$ cat config.mk
export PLATFORM = sky130hd
export DESIGN_NAME = multicycle_ctrl_hs_flat
export DESIGN_NICKNAME = d
export VERILOG_FILES = /design/src/rtl/multicycle_ctrl_hs_pkg.sv /design/src/rtl/multicycle_ctrl_hs_if.sv /design/src/rtl/multicycle_ctrl_hs_ctrl_wait_timer.sv /design/src/rtl/multicycle_ctrl_hs.sv /design/src/flat_wrapper.sv
export SDC_FILE = /design/constraint.sdc
export NUM_CORES = 1
export LEC_CHECK = 0
export CAP_MARGIN = 25
export CELL_PAD_IN_SITES_DETAIL_PLACEMENT = 1
export CELL_PAD_IN_SITES_GLOBAL_PLACEMENT = 1
export CORE_MARGIN = 8
export CORE_UTILIZATION = 30
export CTS_BUF_LIST = sky130_fd_sc_hd__clkbuf_16
export CTS_CLUSTER_DIAMETER = 50
export CTS_CLUSTER_SIZE = 40
export DETAILED_ROUTE_END_ITERATION = 10
export PLACE_DENSITY = 0.73
export SKIP_CTS_REPAIR_TIMING = 1
export SYNTH_ARGS = -nofsm -noshare
export SYNTH_HDL_FRONTEND = slang
export SYNTH_SLANG_ARGS = --single-unit
$ cat constraint.sdc
create_clock -name iCLK -period 2 [get_ports iCLK]
set_clock_uncertainty 0.1 [all_clocks]
set_input_delay 0.6 -clock iCLK [delete_from_list [all_inputs] [get_ports iCLK]]
set_output_delay 0.6 -clock iCLK [all_outputs]
set_load 0.01 [all_outputs]
$ cat src/rtl/multicycle_ctrl_hs_pkg.sv
// Shared constants for the stalling multicycle controller: state codes, opcodes,
// datapath select codes and the packed control-word layout.
package multicycle_ctrl_hs_pkg;

    localparam logic [3:0] STATE_FETCH    = 4'd0;
    localparam logic [3:0] STATE_DECODE   = 4'd1;
    localparam logic [3:0] STATE_MEMADR   = 4'd2;
    localparam logic [3:0] STATE_LW       = 4'd3;
    localparam logic [3:0] STATE_LW2      = 4'd4;
    localparam logic [3:0] STATE_SW       = 4'd5;
    localparam logic [3:0] STATE_R1       = 4'd6;
    localparam logic [3:0] STATE_R2       = 4'd7;
    localparam logic [3:0] STATE_IMM      = 4'd8;
    localparam logic [3:0] STATE_BRANCH   = 4'd9;
    localparam logic [3:0] STATE_JAL      = 4'd10;
    localparam logic [3:0] STATE_JALR1    = 4'd11;
    localparam logic [3:0] STATE_JALR2    = 4'd12;
    localparam logic [3:0] STATE_MD_START = 4'd13;
    localparam logic [3:0] STATE_MD_WAIT  = 4'd14;
    localparam logic [3:0] STATE_TRAP     = 4'd15;

    localparam logic [6:0] OPC_LOAD   = 7'b0000011;
    localparam logic [6:0] OPC_STORE  = 7'b0100011;
    localparam logic [6:0] OPC_OP     = 7'b0110011;
    localparam logic [6:0] OPC_OP_IMM = 7'b0010011;
    localparam logic [6:0] OPC_LUI    = 7'b0110111;
    localparam logic [6:0] OPC_AUIPC  = 7'b0010111;
    localparam logic [6:0] OPC_BRANCH = 7'b1100011;
    localparam logic [6:0] OPC_JAL    = 7'b1101111;
    localparam logic [6:0] OPC_JALR   = 7'b1100111;

    localparam logic [1:0] M2R_ALU = 2'b00;
    localparam logic [1:0] M2R_MDR = 2'b01;
    localparam logic [1:0] M2R_PC4 = 2'b10;
    localparam logic [1:0] M2R_MD  = 2'b11;

    localparam logic [1:0] PCS_ALU    = 2'b00;
    localparam logic [1:0] PCS_BRANCH = 2'b01;
    localparam logic [1:0] PCS_JUMP   = 2'b10;
    localparam logic [1:0] PCS_TRAP   = 2'b11;

    typedef struct packed {
        logic       iord;
        logic       irwrite;
        logic       pcwrite;
        logic       pcwcond;
        logic       memwrite;
        logic       memread;
        logic       regwrite;
        logic       alusrca;
        logic [1:0] aluop;
        logic [1:0] alusrcb;
        logic [1:0] pcsource;
        logic [1:0] memtoreg;
        logic       mdstart;
        logic       illegal;
        logic       timeout;
    } ctrl_out_t;

endpackage

$ cat src/rtl/multicycle_ctrl_hs_if.sv
// Opcode/handshake inputs and datapath control outputs of the multicycle controller.
interface multicycle_ctrl_hs_if;
    logic [6:0] iOp;
    logic       iFunct7_0;
    logic       iMemReady;
    logic       iMulDivDone;
    logic       oIorD, oIRWrite, oPCWrite, oPCWriteCond;
    logic       oMemWrite, oMemRead, oRegWrite, oALUSrcA;
    logic [1:0] oALUOp, oALUSrcB, oPCSource, oMemtoReg;
    logic       oMulDivStart, oIllegal, oTimeout;
    logic [3:0] oState;

    modport master (
        input  iOp, iFunct7_0, iMemReady, iMulDivDone,
        output oIorD, oIRWrite, oPCWrite, oPCWriteCond, oMemWrite, oMemRead,
               oRegWrite, oALUSrcA, oALUOp, oALUSrcB, oPCSource, oMemtoReg,
               oMulDivStart, oIllegal, oTimeout, oState
    );

    modport slave (
        output iOp, iFunct7_0, iMemReady, iMulDivDone,
        input  oIorD, oIRWrite, oPCWrite, oPCWriteCond, oMemWrite, oMemRead,
               oRegWrite, oALUSrcA, oALUOp, oALUSrcB, oPCSource, oMemtoReg,
               oMulDivStart, oIllegal, oTimeout, oState
    );
endinterface

$ cat src/rtl/multicycle_ctrl_hs_ctrl_wait_timer.sv
// Stall watchdog: counts consecutive stalled cycles and flags expiry on the
// TIMEOUT_CYC-th one. TIMEOUT_CYC = 0 disables it.
module ctrl_wait_timer #(
    parameter int TIMEOUT_CYC = 255
) (
    input  logic i_clk,
    input  logic i_rst_n,
    input  logic i_stall,
    output logic o_expire
);
    localparam int CW = (TIMEOUT_CYC > 0) ? $clog2(TIMEOUT_CYC + 1) : 1;

    logic [CW-1:0] r_cnt;

    generate
        if (TIMEOUT_CYC > 0) begin : g_wd
            localparam logic [CW-1:0] LAST = CW'(TIMEOUT_CYC - 1);
            assign o_expire = i_stall && (r_cnt == LAST);
        end else begin : g_nowd
            assign o_expire = 1'b0;
        end
    endgenerate

    // A stall always holds the state, so any non-stalled cycle (ready, done,
    // leaving the wait or expiry) is exactly when the count must restart.
    always_ff @(posedge i_clk or negedge i_rst_n) begin
        if (!i_rst_n)
            r_cnt <= '0;
        else if (i_stall && !o_expire)
            r_cnt <= r_cnt + 1'b1;
        else
            r_cnt <= '0;
    end
endmodule

$ cat src/rtl/multicycle_ctrl_hs.sv
// Multicycle RV32I(+M) main control FSM with memory/mul-div stall handshakes,
// a wait watchdog and an illegal-opcode / timeout trap.
module multicycle_ctrl_hs
    import multicycle_ctrl_hs_pkg::*;
#(
    parameter int MEM_WAIT_EN = 1,
    parameter int MULDIV_EN   = 1,
    parameter int TIMEOUT_CYC = 255
) (
    input  logic                  iCLK,
    input  logic                  iRST_n,
    multicycle_ctrl_hs_if.master  bus
);
    logic [3:0] r_state, w_next;
    logic       r_md_pending, r_cause_ill, r_cause_to;
    logic       w_ready, w_md_route, w_stall, w_expire, w_trap_ill;
    ctrl_out_t  w_o;

    assign w_ready    = (MEM_WAIT_EN != 0) ? bus.iMemReady : 1'b1;
    assign w_md_route = (MULDIV_EN != 0) && bus.iFunct7_0;

    ctrl_wait_timer #(.TIMEOUT_CYC(TIMEOUT_CYC)) u_wait_timer (
        .i_clk    (iCLK),
        .i_rst_n  (iRST_n),
        .i_stall  (w_stall),
        .o_expire (w_expire)
    );

    always_comb begin
        w_next     = r_state;
        w_stall    = 1'b0;
        w_trap_ill = 1'b0;
        case (r_state)
            STATE_FETCH:  if (w_ready) w_next = STATE_DECODE; else w_stall = 1'b1;
            STATE_DECODE: begin
                case (bus.iOp)
                    OPC_LOAD, OPC_STORE:             w_next = STATE_MEMADR;
                    OPC_OP:                          w_next = w_md_route ? STATE_MD_START : STATE_R1;
                    OPC_OP_IMM, OPC_LUI, OPC_AUIPC:  w_next = STATE_IMM;
                    OPC_BRANCH:                      w_next = STATE_BRANCH;
                    OPC_JAL:                         w_next = STATE_JAL;
                    OPC_JALR:                        w_next = STATE_JALR1;
                    default: begin
                        w_next     = STATE_TRAP;
                        w_trap_ill = 1'b1;
                    end
                endcase
            end
            STATE_MEMADR:   w_next = (bus.iOp == OPC_LOAD) ? STATE_LW : STATE_SW;
            STATE_LW:       if (w_ready) w_next = STATE_LW2; else w_stall = 1'b1;
            STATE_SW:       if (w_ready) w_next = STATE_FETCH; else w_stall = 1'b1;
            STATE_R1:       w_next = STATE_R2;
            STATE_IMM:      w_next = STATE_R2;
            STATE_JALR1:    w_next = STATE_JALR2;
            STATE_MD_START: w_next = STATE_MD_WAIT;
            STATE_MD_WAIT:  if (bus.iMulDivDone) w_next = STATE_R2; else w_stall = 1'b1;
            default:        w_next = STATE_FETCH;
        endcase
        if (w_expire)
            w_next = STATE_TRAP;
    end

    always_ff @(posedge iCLK or negedge iRST_n) begin
        if (!iRST_n) begin
            r_state      <= STATE_FETCH;
            r_md_pending <= 1'b0;
            r_cause_ill  <= 1'b0;
            r_cause_to   <= 1'b0;
        end else begin
            r_state <= w_next;
            if (w_next == STATE_TRAP) begin
                r_cause_ill <= w_trap_ill;
                r_cause_to  <= w_expire;
            end
            // Marks the R2 pass that writes back the mul/div result.
            if (r_state == STATE_MD_WAIT && w_next == STATE_R2)
                r_md_pending <= 1'b1;
            else if (r_state == STATE_R2)
                r_md_pending <= 1'b0;
        end
    end

    always_comb begin
        w_o = '0;
        case (r_state)
            STATE_FETCH: begin
                w_o.memread = 1'b1;
                w_o.alusrcb = 2'b01;
                w_o.irwrite = w_ready;
                w_o.pcwrite = w_ready;
            end
            STATE_DECODE: w_o.alusrcb = 2'b11;
            STATE_MEMADR, STATE_JALR1: begin
                w_o.alusrca = 1'b1;
                w_o.alusrcb = 2'b10;
            end
            STATE_LW: begin
                w_o.memread = 1'b1;
                w_o.iord    = 1'b1;
            end
            STATE_LW2: begin
                w_o.regwrite = 1'b1;
                w_o.memtoreg = M2R_MDR;
            end
            STATE_SW: begin
                w_o.memwrite = 1'b1;
                w_o.iord     = 1'b1;
            end
            STATE_R1: begin
                w_o.alusrca = 1'b1;
                w_o.aluop   = 2'b10;
            end
            STATE_IMM: begin
                w_o.alusrca = 1'b1;
                w_o.alusrcb = 2'b10;
                w_o.aluop   = 2'b11;
            end
            STATE_R2: begin
                w_o.regwrite = 1'b1;
                w_o.memtoreg = r_md_pending ? M2R_MD : M2R_ALU;
            end
            STATE_BRANCH: begin
                w_o.alusrca  = 1'b1;
                w_o.aluop    = 2'b01;
                w_o.pcwcond  = 1'b1;
                w_o.pcsource = PCS_BRANCH;
            end
            STATE_JAL, STATE_JALR2: begin
                w_o.regwrite = 1'b1;
                w_o.memtoreg = M2R_PC4;
                w_o.pcwrite  = 1'b1;
                w_o.pcsource = PCS_JUMP;
            end
            STATE_MD_START: w_o.mdstart = 1'b1;
            STATE_TRAP: begin
                w_o.pcwrite  = 1'b1;
                w_o.pcsource = PCS_TRAP;
                w_o.illegal  = r_cause_ill;
                w_o.timeout  = r_cause_to;
            end
            default: ;
        endcase
        // FETCH strobes depend on live inputs, so gate everything during reset.
        if (!iRST_n)
            w_o = '0;
    end

    assign bus.oIorD        = w_o.iord;
    assign bus.oIRWrite     = w_o.irwrite;
    assign bus.oPCWrite     = w_o.pcwrite;
    assign bus.oPCWriteCond = w_o.pcwcond;
    assign bus.oMemWrite    = w_o.memwrite;
    assign bus.oMemRead     = w_o.memread;
    assign bus.oRegWrite    = w_o.regwrite;
    assign bus.oALUSrcA     = w_o.alusrca;
    assign bus.oALUOp       = w_o.aluop;
    assign bus.oALUSrcB     = w_o.alusrcb;
    assign bus.oPCSource    = w_o.pcsource;
    assign bus.oMemtoReg    = w_o.memtoreg;
    assign bus.oMulDivStart = w_o.mdstart;
    assign bus.oIllegal     = w_o.illegal;
    assign bus.oTimeout     = w_o.timeout;
    assign bus.oState       = r_state;
endmodule
$ cat src/flat_wrapper.sv
// flat-port wrapper written by rule: the top's interface ports become plain ports
module multicycle_ctrl_hs_flat import multicycle_ctrl_hs_pkg::*;
#(
    parameter int MEM_WAIT_EN = 1,
    parameter int MULDIV_EN   = 1,
    parameter int TIMEOUT_CYC = 255
)
  (iCLK, iRST_n, bus_iOp, bus_iFunct7_0, bus_iMemReady, bus_iMulDivDone, bus_oIorD, bus_oIRWrite, bus_oPCWrite, bus_oPCWriteCond, bus_oMemWrite, bus_oMemRead, bus_oRegWrite, bus_oALUSrcA, bus_oALUOp, bus_oALUSrcB, bus_oPCSource, bus_oMemtoReg, bus_oMulDivStart, bus_oIllegal, bus_oTimeout, bus_oState);
  multicycle_ctrl_hs_if bus_i ();
  input  logic iCLK;
  input  logic iRST_n;
  input wire logic [$bits(bus_i.iOp)-1:0] bus_iOp;
  input wire logic [$bits(bus_i.iFunct7_0)-1:0] bus_iFunct7_0;
  input wire logic [$bits(bus_i.iMemReady)-1:0] bus_iMemReady;
  input wire logic [$bits(bus_i.iMulDivDone)-1:0] bus_iMulDivDone;
  output wire logic [$bits(bus_i.oIorD)-1:0] bus_oIorD;
  output wire logic [$bits(bus_i.oIRWrite)-1:0] bus_oIRWrite;
  output wire logic [$bits(bus_i.oPCWrite)-1:0] bus_oPCWrite;
  output wire logic [$bits(bus_i.oPCWriteCond)-1:0] bus_oPCWriteCond;
  output wire logic [$bits(bus_i.oMemWrite)-1:0] bus_oMemWrite;
  output wire logic [$bits(bus_i.oMemRead)-1:0] bus_oMemRead;
  output wire logic [$bits(bus_i.oRegWrite)-1:0] bus_oRegWrite;
  output wire logic [$bits(bus_i.oALUSrcA)-1:0] bus_oALUSrcA;
  output wire logic [$bits(bus_i.oALUOp)-1:0] bus_oALUOp;
  output wire logic [$bits(bus_i.oALUSrcB)-1:0] bus_oALUSrcB;
  output wire logic [$bits(bus_i.oPCSource)-1:0] bus_oPCSource;
  output wire logic [$bits(bus_i.oMemtoReg)-1:0] bus_oMemtoReg;
  output wire logic [$bits(bus_i.oMulDivStart)-1:0] bus_oMulDivStart;
  output wire logic [$bits(bus_i.oIllegal)-1:0] bus_oIllegal;
  output wire logic [$bits(bus_i.oTimeout)-1:0] bus_oTimeout;
  output wire logic [$bits(bus_i.oState)-1:0] bus_oState;
  assign bus_i.iOp = bus_iOp;
  assign bus_i.iFunct7_0 = bus_iFunct7_0;
  assign bus_i.iMemReady = bus_iMemReady;
  assign bus_i.iMulDivDone = bus_iMulDivDone;
  assign bus_oIorD = bus_i.oIorD;
  assign bus_oIRWrite = bus_i.oIRWrite;
  assign bus_oPCWrite = bus_i.oPCWrite;
  assign bus_oPCWriteCond = bus_i.oPCWriteCond;
  assign bus_oMemWrite = bus_i.oMemWrite;
  assign bus_oMemRead = bus_i.oMemRead;
  assign bus_oRegWrite = bus_i.oRegWrite;
  assign bus_oALUSrcA = bus_i.oALUSrcA;
  assign bus_oALUOp = bus_i.oALUOp;
  assign bus_oALUSrcB = bus_i.oALUSrcB;
  assign bus_oPCSource = bus_i.oPCSource;
  assign bus_oMemtoReg = bus_i.oMemtoReg;
  assign bus_oMulDivStart = bus_i.oMulDivStart;
  assign bus_oIllegal = bus_i.oIllegal;
  assign bus_oTimeout = bus_i.oTimeout;
  assign bus_oState = bus_i.oState;
  multicycle_ctrl_hs #(.MEM_WAIT_EN(MEM_WAIT_EN), .MULDIV_EN(MULDIV_EN), .TIMEOUT_CYC(TIMEOUT_CYC)) u_core (.iCLK(iCLK), .iRST_n(iRST_n), .bus(bus_i));
endmodule
# [After elaboration in Yosys (flattened, before gate mapping)]
# Cells that the tools add are included.
[totals] register_bits=15 in_bits=12 output_inout_bits=23 word_cells=84
[classes] addsub=1 eq_ne=27 n_mux=33 reduce_logical=18
[ops] cell="$eq A4 B4 Y1 const B" count=9
[ops] cell="$pmux W4 S9" count=1
[ops] cell="$mux W4" count=6
[ops] cell="$pmux W2 S3" count=4
[ops] cell="$pmux W4 S6" count=1
[ops] cell="$eq A7 B6 Y1 const B" count=3
[ops] cell="$eq A7 B7 Y1 const B" count=3
[ops] cell="$eq A4 B3 Y1 const B" count=5
[ops] cell="$mux W19" count=1
[ops] cell="$eq A7 B5 Y1 const B" count=2
[ops] cell="$mux W1" count=14
[ops] cell="$reduce_or A3 Y1" count=4
[ops] cell="$reduce_or A2 Y1" count=5
[ops] cell="$reduce_or A9 Y1" count=1
[ops] cell="$add A8 B1 Y8 const B" count=1
[ops] cell="$eq A4 B2 Y1 const B" count=2
[ops] cell="$eq A8 B8 Y1 const B" count=1
[ops] cell="$mux W8" count=1
[ops] cell="$eq A7 B2 Y1 const B" count=1
[ops] cell="$reduce_or A5 Y1" count=1
[ops] cell="$eq A4 B1 Y1 const B" count=1
[ops] cell="$logic_not A4 Y1" count=1
[ops] cell="$mux W2" count=2
[ops] cell="$pmux W1 S2" count=2
[ops] cell="5 further kinds" count=7

# [Depth between registers and ports, before layout]
# Gate-level depths: netlist of the first run.
[logic_depth] ltp_word=8 mapped_depth=7 ltp_nobuf=6

# [By module]
# From an unflattened synthesis of the first run, not the netlist that was laid out.
[unflattened] hier_cells=174 hier_area_um2=1356.3
[by_module_without_submodules] mod="multicycle_ctrl_hs" instances=1 cells_each=134 area_each_um2=938.4 seq_area_each_um2=175.2
[by_module_without_submodules] mod="ctrl_wait_timer" instances=1 cells_each=40 area_each_um2=417.9 seq_area_each_um2=200.2

# [Least setup slack after synthesis of the first run]
# No wires, ideal clock.
[synth_path] kind="register to output" from="register u_core.r_state[2] (netlist: u_core.bus.oState[2])" to="output port bus_oPCWrite" t_arrival_ps=1546 required_ps=1300 path_slack_ps=-246 stages_incl_launch_ff=6 n_path_buf=1 path_cell_list="dfrtp_1 > clkbuf_1 > nor2_1 > nand2_1 > nor4_1 > or2_2"
[synth_between] elab_chain_len=4 word_cells_on_any_way=7 cone_classes="eq/ne (3); mux (2); reduce/logical (2)"
[synth_rtl] item="from (decl)" line_no="multicycle_ctrl_hs.sv:14" rtl="logic [3:0] r_state, w_next;"
[synth_rtl] item="from (signal assigned)" line_no="multicycle_ctrl_hs.sv:70" rtl="r_state <= w_next;"
[synth_rtl] item="$eq A4 B4 Y1" line_no="multicycle_ctrl_hs.sv:85" rtl="case (r_state)"
[synth_rtl] item="$reduce_or A3 Y1 (no line)"
[synth_rtl] item="$pmux W1 S2 (*)" line_no="multicycle_ctrl_hs.sv:85"
[synth_rtl] item="$mux W19 (*)" line_no="multicycle_ctrl_hs.sv:144" rtl="if (!iRST_n)"
[synth_rtl] item="to (decl)" line_no="flat_wrapper.sv:18" rtl="output wire logic [$bits(bus_i.oPCWrite)-1:0] bus_oPCWrite;"
# Every way passes the cells marked *; elsewhere a longest branch is shown, timed or not.

# [Worst setup path after layout of the first run]
[layout_path] from="input port bus_iOp[2]" to="register u_core.r_state[2] (netlist: u_core.bus.oState[2])"
[layout_between] elab_chain_len=5 word_cells_on_any_way=15 cone_classes="eq/ne (9); mux (4); reduce/logical (2)"
[layout_rtl] item="from (decl)" line_no="flat_wrapper.sv:12" rtl="input wire logic [$bits(bus_i.iOp)-1:0] bus_iOp;"
[layout_rtl] item="$eq A7 B5 Y1, or another cell as far along" line_no="multicycle_ctrl_hs.sv:36" rtl="case (bus.iOp)"
[layout_rtl] item="$reduce_or A3 Y1 or $reduce_or A2 Y1 (tied branches)" line_no="multicycle_ctrl_hs.sv:36"
[layout_rtl] item="$pmux W4 S6" line_no="multicycle_ctrl_hs.sv:36"
[layout_rtl] item="$pmux W4 S9 (*)" line_no="multicycle_ctrl_hs.sv:33" rtl="case (r_state)"
[layout_rtl] item="$mux W4 (*)" line_no="multicycle_ctrl_hs.sv:59" rtl="if (w_expire)"
[layout_rtl] item="net u_core.w_next[2]" line_no="multicycle_ctrl_hs.sv:14"
# The timed path passes the listed nets; every way through them passes the cells marked *.
# A chain may end at the register's enable or synchronous reset.

==> metrics.yaml, run 1 <==
grt:
  grt-ovfl-total: 0
  grt_pass1_wl_um: 7950
  grt_usage_pct: 15.1
  antenna_found_initial: 0
  grt_max_degree: 12
  grt_pass1_vias: 1663
worst_setup_path:
  cp_max_fo: 2
  crit_slowest_cell: "or4_1"
  cp-start-kind: "input pin"
  slowest_delay_ps: 530
  worstPathRequired_ps: 2010
  cp-end-kind: "flop"
  worstSetupPathType: "in -> reg"
  crit_top_cell: "o31a_1"
  cp_cell_sequence: "buf_8, nor2b_4, o31a_1, o31a_1, a211o_1, or4_1"
  crit_arrival_ps: 2240
clock_tree:
  numCtsBuffers: 3
  clkTransAtPathRegs_ps: 50
  cts_tree: "built"
  cts_sinks: 15
  max-clock-path-buffers: 2
  cts-root-buf: "clkbuf_16"
  clock_latency_ps: 240
  htreeDepth: 1
sta:
  worst_slew_pin_slew_ps: 275
  setup_tns_ps: -2810
  final-max-slew-violation-count: 0
  setup_violations: 23
  rsz0062_at_grt: "yes"
  max_slew_margin_pct: 81.5
  period_share_pct: 112
  timing.final.crit_period_ps: 2230
  max_freq_mhz: 448
  holdWs_ps: 370
  hold_viol: 0
  setup_ws_ps: -233
synth:
  synth_area_leader_cell: "dfrtp_1"
  yosys_register_bits: 15
  synth_edf_count: 0
  syn_area_um2: 1250
  yosysWarnings: 0
  synth.most_common_cell: "nor2_1"
  seq_area_frac_synth_pct: 30.0
  syn_avg_cell_area_um2: 7.54
  yosysUniqueCellTypes: 46
  ys_async_sr_fraction_pct: 100
  synth_area_leaders: "dfrtp_1 (30%), nor2_1 (8.4%), nand2_1 (5.4%), o21ai_0 (4.4%), xor2_1 (4.2%)"
  yosys-top-cells-count: "nor2_1 (28), nand2_1 (18), dfrtp_1 (15), o21ai_0 (11)"
  synth_ff_type: "dfrtp_1"
  synth_top_area_share_pct: 30.0
  synth_nets: 180
  postSynthCellCount: 166
power_and_ir_drop:
  power_density_nw_per_um2: 1330
  combPwrFrac_pct: 71.7
  switching_power_mw: 1.32
  p_int_mw: 1.74
  ir_drop_mv: 0.590
  power_frac_seq_pct: 15.8
  clockPowerShare_pct: 12.5
  sw_frac_of_total_pct: 43.0
  p_leak_nw: 1.20
  power.total_mw: 3.06
floorplanning:
  rows: 23
  die_h_um: 80.6
  core_area_um2: 4000
  initial_utilization_pct: 31.3
  ios: 35
  dieArea_um2: 6500
  fp.dieW_um: 80.6
routing:
  met3_length_um: 287
  ant_nets: 0
  drc: 0
  met1_length_um: 2160
  wl_met2_um: 2770
  postRouteWirelength_um: 5310
  top_layer_used: "met4"
  first_pass_iters: 4
  vias_per_cell: 5.46
  detailroute.via_count: 1639
  drt_iter0_drc: 41
  wl_per_cell_um: 17.7
cells_and_area:
  n_antenna_cell: 0
  drive_gt1_share_pct: 47.6
  multi_input_area_um2: 1010
  fin_area_um2: 2300
  register_area_um2: 380
  final_cells: 300
  syn2layout_area_growth_pct: 83.7
  nets: 265
  post-route-util_pct: 57.5
  fillers: 465
place:
  dp_hpwl_um: 3930
  portBuffers: 34
  pre_cts_ws_ps: -884
  place_inst: 286
  placed_area_um2: 1980
  place.gp.congestion: 0.878
outcome:
  violations: "setup timing"
  status: "finished with violations"
worst_hold_path:
  hold_class: "reg -> reg"
flow_run:
  drv_cap: 0
-- worst max-delay path: cells and delay by family --
kind,cells,cell delay [ps]
AO/OA/AOI/OAI,3,910
AND/OR/NAND/NOR,2,640
buffers and inverters,1,90
-- cells by family after synthesis --
family / after synthesis / share of synthesized area, %
simple gates: 91 / 38.0
fa+ha+maj: 2 / 2.00
compound gates: 35 / 18.9
mux: 1 / 0.899
xor+xnor: 8 / 5.59
buf+inv: 14 / 4.70
flops: 15 / 30.0
-- sequential cells by signal, indices dropped and copies added (netlist names) --
register / flops
u_core.u_wait_timer.r_cnt: 8
u_core.bus.oState: 4
u_core.r_cause_ill: 1
u_core.r_md_pending: 1
u_core.r_cause_to: 1
-- metal layers --
| metal | vias to the layer above | global-route usage (%) |
|---|---|---|
| met5 | - | 0 |
| met4 | 0 | 3.09 |
| met3 | 12 | 2.79 |
| met2 | 48 | 28.2 |
| met1 | 814 | 17.1 |
| li1 | 765 | - |
-- power by group through the flow --
stage	logic [mW]	registers, mW	clock network, mW
6_report	2.19	0.484	0.383
5_1_grt	2.34	0.490	0.406
4_1_cts	1.76	0.467	0.389
3_5_place_dp	1.74	0.471	0
3_3_place_gp	1.69	0.467	0
2_1_floorplan	0.839	0.455	0
-- cells in the final DEF, fill, tap and decap left out, types with 3 or more instances in the layout --
master and n:
xor2_1 5, nand2_1 13, nand2_2 4, nand4_1 5, inv_1 5, clkbuf_2 4
a21oi_1 3, o21ai_0 9, dfrtp_1 11, buf_4 45, buf_2 12, nor2_1 20
nor2b_4 3, nor2_2 5, nor3b_2 3, and4_1 3, dlymetal6s2s_1 13, clkdlybuf4s50_1 3
and3_1 4, clkbuf_16 3, dfrtp_2 4, buf_6 9, a32oi_1 3, nor2_4 3
nand3_1 5
-- layout make-up --
| class | instances | share of cell area [%] |
|---|---|---|
| inverters | 6 | 0.979 |
| multi-input cells | 137 | 44.0 |
| repair buffers | 88 | 32.2 |
| clock buffers | 3 | 3.26 |
| clock inverters | 1 | 0.218 |
| well taps | 50 | 2.72 |
| flip-flops and latches | 15 | 16.5 |
-- path summary, 6_finish.rpt --
path | startpoint | end | slack [ps] | cells after the start
worst max-delay path | bus_iOp[2] | u_core.bus.oState[2] | -230 | 6
worst min-delay path | u_core.r_cause_to | u_core.r_cause_to | 370 | 1
worst max register to register | u_core.bus.oState[3] | u_core.bus.oState[2] | -130 | 6
worst min register to register | u_core.r_cause_to | u_core.r_cause_to | 370 | 1
max in group asynchronous | iRST_n | u_core.bus.oState[0] | 1210 | 3
min in group asynchronous | iRST_n | u_core.u_wait_timer.r_cnt[0] | 440 | 3
No activity file was read; power rests on OpenSTA's default activity.
==> run 2: changes to the inputs <==
--- a/config.mk
+++ b/config.mk
@@ -5,6 +5,7 @@
 export SDC_FILE = /design/constraint.sdc
 export NUM_CORES = 1
 export LEC_CHECK = 0
+export ABC_CLOCK_PERIOD_IN_PS = 2000
 export CAP_MARGIN = 25
 export CELL_PAD_IN_SITES_DETAIL_PLACEMENT = 1
 export CELL_PAD_IN_SITES_GLOBAL_PLACEMENT = 1
==> results of run 2 <==
Final layout, timing and power as in run 1 (identical DEF).
